**src/rtl/nway_mux_skid_if.sv**
```systemverilog
// Handshake bundle for nway_mux_skid: producer side (packed inputs, select, flush)
// and consumer side (registered selected beat with error flag).
interface nway_mux_skid_if #(
  parameter int N_INPUTS  = 3,
  parameter int BIT_WIDTH = 32
);
  localparam int SEL_W = $clog2(N_INPUTS);

  logic [N_INPUTS*BIT_WIDTH-1:0] in_data;
  logic [SEL_W-1:0]              in_sel;
  logic                          in_valid;
  logic                          in_ready;
  logic                          flush;
  logic [BIT_WIDTH-1:0]          out_data;
  logic                          out_err;
  logic                          out_valid;
  logic                          out_ready;

  modport master (
    output in_data, in_sel, in_valid, flush, out_ready,
    input  in_ready, out_data, out_err, out_valid
  );

  modport slave (
    input  in_data, in_sel, in_valid, flush, out_ready,
    output in_ready, out_data, out_err, out_valid
  );
endinterface

```
**src/rtl/nway_mux_skid.sv**
```systemverilog
// N:1 select into a main+skid output stage; 1-cycle latency from EMPTY, 1 beat/cycle sustained.
// in_ready is registered and drops one cycle after a stalled accept; flush discards everything held.
module nway_mux_skid #(
  parameter int N_INPUTS  = 3,
  parameter int BIT_WIDTH = 32
) (
  input  logic          clk,
  input  logic          rst_n,
  nway_mux_skid_if.slave bus
);
  localparam int SEL_W = $clog2(N_INPUTS);

  typedef enum logic [1:0] {EMPTY, ONE, FULL} state_t;

  state_t               state, state_nxt;
  logic [BIT_WIDTH-1:0] main_dat, main_dat_nxt;
  logic                 main_err, main_err_nxt;
  logic [BIT_WIDTH-1:0] skid_dat, skid_dat_nxt;
  logic                 skid_err, skid_err_nxt;
  logic                 rdy_q;
  logic [BIT_WIDTH-1:0] sel_dat;
  logic                 sel_err;
  logic                 accept;
  logic                 deliver;

  // Codes with no matching input (including unused codes for non-power-of-2 N) fall through as error.
  always_comb begin
    sel_dat = '0;
    sel_err = 1'b1;
    for (int i = 0; i < N_INPUTS; i++) begin
      if (bus.in_sel == SEL_W'(i)) begin
        sel_dat = bus.in_data[i*BIT_WIDTH +: BIT_WIDTH];
        sel_err = 1'b0;
      end
    end
  end

  assign accept  = bus.in_valid & rdy_q;
  assign deliver = (state != EMPTY) & bus.out_ready;

  always_comb begin
    state_nxt    = state;
    main_dat_nxt = main_dat;
    main_err_nxt = main_err;
    skid_dat_nxt = skid_dat;
    skid_err_nxt = skid_err;
    if (bus.flush) begin
      state_nxt    = EMPTY;
      main_dat_nxt = '0;
      main_err_nxt = 1'b0;
      skid_dat_nxt = '0;
      skid_err_nxt = 1'b0;
    end else begin
      case (state)
        EMPTY: begin
          if (accept) begin
            state_nxt    = ONE;
            main_dat_nxt = sel_dat;
            main_err_nxt = sel_err;
          end
        end
        ONE: begin
          if (accept && deliver) begin
            main_dat_nxt = sel_dat;
            main_err_nxt = sel_err;
          end else if (accept) begin
            state_nxt    = FULL;
            skid_dat_nxt = sel_dat;
            skid_err_nxt = sel_err;
          end else if (deliver) begin
            state_nxt    = EMPTY;
            main_dat_nxt = '0;
            main_err_nxt = 1'b0;
          end
        end
        FULL: begin
          if (deliver) begin
            state_nxt    = ONE;
            main_dat_nxt = skid_dat;
            main_err_nxt = skid_err;
            skid_dat_nxt = '0;
            skid_err_nxt = 1'b0;
          end
        end
        default: begin
          state_nxt    = EMPTY;
          main_dat_nxt = '0;
          main_err_nxt = 1'b0;
          skid_dat_nxt = '0;
          skid_err_nxt = 1'b0;
        end
      endcase
    end
  end

  always_ff @(posedge clk or negedge rst_n) begin
    if (!rst_n) begin
      state    <= EMPTY;
      main_dat <= '0;
      main_err <= 1'b0;
      skid_dat <= '0;
      skid_err <= 1'b0;
      rdy_q    <= 1'b1;
    end else begin
      state    <= state_nxt;
      main_dat <= main_dat_nxt;
      main_err <= main_err_nxt;
      skid_dat <= skid_dat_nxt;
      skid_err <= skid_err_nxt;
      rdy_q    <= (state_nxt != FULL);
    end
  end

  assign bus.out_valid = (state != EMPTY);
  assign bus.out_data  = main_dat;
  assign bus.out_err   = main_err;
  assign bus.in_ready  = rdy_q;
endmodule
```
**src/flat_wrapper.sv**
```systemverilog
// flat-port wrapper written by rule: the top's interface ports become plain ports
module nway_mux_skid_flat 
#(
  parameter int N_INPUTS  = 3,
  parameter int BIT_WIDTH = 32
)
  (clk, rst_n, bus_in_data, bus_in_sel, bus_in_valid, bus_flush, bus_out_ready, bus_in_ready, bus_out_data, bus_out_err, bus_out_valid);
  nway_mux_skid_if #(.N_INPUTS(N_INPUTS), .BIT_WIDTH(BIT_WIDTH)) bus_i ();
  input  logic clk;
  input  logic rst_n;
  input wire logic [$bits(bus_i.in_data)-1:0] bus_in_data;
  input wire logic [$bits(bus_i.in_sel)-1:0] bus_in_sel;
  input wire logic [$bits(bus_i.in_valid)-1:0] bus_in_valid;
  input wire logic [$bits(bus_i.flush)-1:0] bus_flush;
  input wire logic [$bits(bus_i.out_ready)-1:0] bus_out_ready;
  output wire logic [$bits(bus_i.in_ready)-1:0] bus_in_ready;
  output wire logic [$bits(bus_i.out_data)-1:0] bus_out_data;
  output wire logic [$bits(bus_i.out_err)-1:0] bus_out_err;
  output wire logic [$bits(bus_i.out_valid)-1:0] bus_out_valid;
  assign bus_i.in_data = bus_in_data;
  assign bus_i.in_sel = bus_in_sel;
  assign bus_i.in_valid = bus_in_valid;
  assign bus_i.flush = bus_flush;
  assign bus_i.out_ready = bus_out_ready;
  assign bus_in_ready = bus_i.in_ready;
  assign bus_out_data = bus_i.out_data;
  assign bus_out_err = bus_i.out_err;
  assign bus_out_valid = bus_i.out_valid;
  nway_mux_skid #(.N_INPUTS(N_INPUTS), .BIT_WIDTH(BIT_WIDTH)) u_core (.clk(clk), .rst_n(rst_n), .bus(bus_i));
endmodule
```
**config.mk**
```make
export PLATFORM = sky130hd
export DESIGN_NAME = nway_mux_skid_flat
export DESIGN_NICKNAME = d
export VERILOG_FILES = /design/src/rtl/nway_mux_skid_if.sv /design/src/rtl/nway_mux_skid.sv /design/src/flat_wrapper.sv
export SDC_FILE = /design/constraint.sdc
export NUM_CORES = 1
export LEC_CHECK = 0
export CAP_MARGIN = 20
export CORE_ASPECT_RATIO = 0.75
export CORE_UTILIZATION = 45
export CTS_CLUSTER_DIAMETER = 200
export DETAILED_ROUTE_END_ITERATION = 10
export DONT_BUFFER_PORTS = 1
export PLACE_DENSITY = 0.68
export SLEW_MARGIN = 30
export SYNTH_ARGS = -nofsm -noshare
export SYNTH_HDL_FRONTEND = slang
export SYNTH_SLANG_ARGS = --single-unit
```
**constraint.sdc**
```tcl
create_clock -name clk -period 1.91 [get_ports clk]
set_clock_uncertainty 0.1 [all_clocks]
set_input_delay 0.382 -clock clk [delete_from_list [all_inputs] [get_ports clk]]
set_output_delay 0.382 -clock clk [all_outputs]
set_load 0.05 [all_outputs]
```
==> run metrics <==
result of the run=finished with violations; violations in the final reports=negative hold slack; # Max-Cap Violations=0; CORE AREA=0.00792 mm^2; IR Drop Worst-Case VDD=roughly 0.00034 V; num ports=around 140; top fanout value on the critical path=17; proportion of layout cells with a drive suffix above 1=between 20% and 30%; die height=around 81 um; worst setup path startpoint=u_core.bus.in_ready; async set-or-reset flop fraction in the synthesized netlist=between 90% and 100%; EDFF count, synth=0; number of clock sinks=69; slowest stage cell on the critical path=sky130_fd_sc_hd__dfstp_4; DRT met1 WL=roughly 4100 um; worst reg2reg path startpoint=u_core.bus.in_ready; via count of the first global-routing pass=between 2,000 and 3,000; prevailing post-synth register cell=sky130_fd_sc_hd__dfrtp_1; largest net degree at the start of global routing=70; critical-path cell list=nand2_4 -> or4_4 -> buf_12 -> a21oi_2 -> a221o_1; buffer and inverter count on the worst path=1; internal power component=approximately 0.0024 W; total clock buffers created by CTS=9; syn nets=approximately 450; Post-Place Cell Area=0.00389 mm^2; number of endpoints with negative hold slack in the final report=slightly below 70; Clock Pin Slew Worst Setup and Hold Paths=0.08 ns; worst setup slack before clock tree synthesis=-0.141 ns; worst min-delay path category=in2async; worst-case reg-to-reg path depth=5; most frequent cells after synthesis=sky130_fd_sc_hd__dfrtp_1 (68), sky130_fd_sc_hd__nand2_1 (66), sky130_fd_sc_hd__a221o_1 (33), sky130_fd_sc_hd__mux2i_1 (33), sky130_fd_sc_hd__or2_2 (32); share of the cycle needed by the critical path after routing=between 90% and 100%; worst reg-to-reg setup slack=about 0.046 ns; max-slew violation total from the final report=0; area taken by flip-flops and latches=0.00173 mm^2; Worst-Margin Slew=just over 0.6 ns; Highest Signal Layer=met4; number of vias per cell=~6; Multi-input gate area=0.00186 mm^2; Cells after Synth=around 350; Design Power=approximately 0.0033 W; final-layout worst hold slack=-0.370 ns; estimated wirelength of the detail-placed design=a little under 6000 um; total leakage power=1.98 nW; placement row count=28; setup repair after global routing missed its margin=yes; overall die width=107 um; detailed-routed wire length on met2=approximately 4100 um; upper clock frequency limit=about 540 MHz; switching power summed over all nets=about 0.00096 W; FF+latch count, synth=69; clock latency of the later-clocked register in the worst-skew pair=0.35 ns; cell with the most instances after synthesis=sky130_fd_sc_hd__dfrtp_1; worst-case clock buffer depth=2; Pwr Density=around 800 mW/mm^2; Post-Syn Area per Cell=~11 um^2; worst slew slack as a fraction of its limit=approximately three fifths; DRC violation count after routing=0; die area=roughly 0.0086 mm^2; final setup margin=between 0.04 and 0.05 ns; critical path type=reg2reg; area added between synthesis and finish=11.9%; Cell variety after synth=31; Port-buffer cells=0; TritonCTS clock tree=done; share of the synthesized area in the top cell type=a little under half; Worst Setup EP=u_core.bus.out_data[14]; final setup violation count=0; antenna-violating nets left=0; cell types with the largest area share after synthesis=sky130_fd_sc_hd__dfrtp_1 (46%), sky130_fd_sc_hd__a221o_1 (8.9%), sky130_fd_sc_hd__mux2i_1 (8.9%); crit path capture type=flop; drt first pass iters=6; total stage count of the critical path=5; first-pass GRT wire length=between 10,000 and 15,000 um; switching part of the total=28.7%; Post-Syn Area=about 0.0037 mm^2; wire length on met3=just under 700 um; total gr overflow=0; area leader, netlist=sky130_fd_sc_hd__dfrtp_1; combinational cell fraction of total power=12.9%; part of the total power dissipated in sequential elements=51.3%; number of nets in the layout=between 400 and 500; clock share of power=35.9%; diodes inserted=0; crit-path leading delay family=flip-flops; critical path startpoint category=flop; overall routing resource usage=between 20% and 30%; aggregate routed wire length=around 9000 um; arrival time of data at the critical path endpoint=a little over 2 ns; buffer count from post-CTS setup fixing=0; sequential share of the synthesized area=a little under half; shortest period the worst path allows=1.86 ns; Crit path largest cell delay=around 0.65 ns; weighted congestion at the end of routability-driven global placement=between 0.8 and 0.9; required time worst endpoint=between 2 and 2.5 ns; total of fill cells in the finished design=740; routed via count=around 2,800; number of H-tree levels=3; count of synthesis-stage warnings from yosys=0; wire per inst=around 20 um; capture point of the worst reg-to-reg path=u_core.bus.out_data[14]; antenna violations before repair=0; post-route cell area=around 0.0041 mm^2; quantity of hold-fixing buffers added after cts=1; initial standard-cell utilization of the core=a little under half; Initial DRC Count=roughly 170; clock root buffer=sky130_fd_sc_hd__clkbuf_8
==> power by group through the flow <==
stage / Sequential [W] / Clock (W) / Combinational [W]
after global routing: 0.00172 / 0.00128 / 0.000472
after floorplan: 0.00173 / 0 / 0.000331
after detailed placement: 0.00174 / 0 / 0.000412
after global placement: 0.00174 / 0 / 0.000405
final: 0.00171 / 0.00120 / 0.000429
after CTS: 0.00171 / 0.00122 / 0.000427
==> placed cells by master (no fill, tap or decap), types with 2 or more instances in the layout <==
master	synthesis	final
sky130_fd_sc_hd__clkbuf_8	0	14
sky130_fd_sc_hd__or2_2	32	32
sky130_fd_sc_hd__a221o_1	33	33
sky130_fd_sc_hd__buf_4	3	10
sky130_fd_sc_hd__o21a_1	2	2
sky130_fd_sc_hd__a22o_1	31	31
sky130_fd_sc_hd__nor3_4	0	2
sky130_fd_sc_hd__nor2_1	5	5
sky130_fd_sc_hd__clkbuf_1	16	2
sky130_fd_sc_hd__mux2i_1	33	33
sky130_fd_sc_hd__dfrtp_1	68	68
sky130_fd_sc_hd__buf_12	0	5
sky130_fd_sc_hd__a21oi_1	4	3
sky130_fd_sc_hd__nand2_1	66	65
sky130_fd_sc_hd__a21oi_2	28	29
sky130_fd_sc_hd__nor2b_1	4	3
==> worst min path at each step <==
stage                         endpoint  slack, ns  cells past startpoint
2_1_floorplan   u_core.bus.out_data[0]      -0.01                      0
3_3_place_gp       u_core.skid_dat[28]      -0.01                      0
3_5_place_dp   u_core.bus.out_data[22]      -0.01                      0
4_1_cts        u_core.bus.out_data[27]      -0.39                      0
5_1_grt        u_core.bus.out_data[27]      -0.40                      0
6_report           u_core.skid_dat[28]      -0.37                      0
==> stage by stage <==
step,utilization (%),setup TNS (ns),cells
6_report,52.3,0,459
5_1_grt,52.3,-0.0148,459
4_1_cts,52.1,0,459
3_5_place_dp,49.1,-2.31,441
3_3_place_gp,49.1,-1.27,441
2_1_floorplan,-,0,351
==> worst reg2reg max path: stages, from the launching register on <==
cell,delay [ns]
sky130_fd_sc_hd__dfstp_4,0.65
sky130_fd_sc_hd__nand2_4,0.05
sky130_fd_sc_hd__or4_4,0.54
sky130_fd_sc_hd__buf_12,0.19
sky130_fd_sc_hd__a21oi_2,0.15
sky130_fd_sc_hd__a221o_1,0.12
==> registers in the layout, indices dropped and copies added (netlist names) <==
register / cells
u_core.bus.in_ready: 1
u_core.skid_err: 1
u_core.state: 2
u_core.bus.out_err: 1
u_core.skid_dat: 32
u_core.bus.out_data: 32
==> layout make-up <==
class	count	share of cell area [%]
tap	105	3.17
sequential	69	41.8
multi-input combinational	251	45.0
timing repair buffer	17	5.14
inverter	1	0.0906
clock buffer	16	4.83
==> cell families after synthesis <==
logic type | Yosys count | share of synthesized area [%]
AO/OA/AOI/OAI | 103 | 24.9
buffers and inverters | 31 | 4.29
flip-flops | 69 | 46.7
multiplexers | 33 | 8.93
AND/OR/NAND/NOR | 115 | 15.2
==> layer usage <==
metal  up-vias  GRT usage, %
met2       103          33.1
li1       1282             -
met5         -             0
met3        14          6.33
met4         0          8.63
met1      1355          30.6
==> what timing repair did <==
action / in CTS / in global routing
cloned: 1 / 0
hold endpoints to repair: 70 / 69
pin swaps: 0 / 0
gates resized for setup: 2 / 2
setup endpoints to repair: 33 / 8
Note: power is estimated with default switching activity, not from simulation.
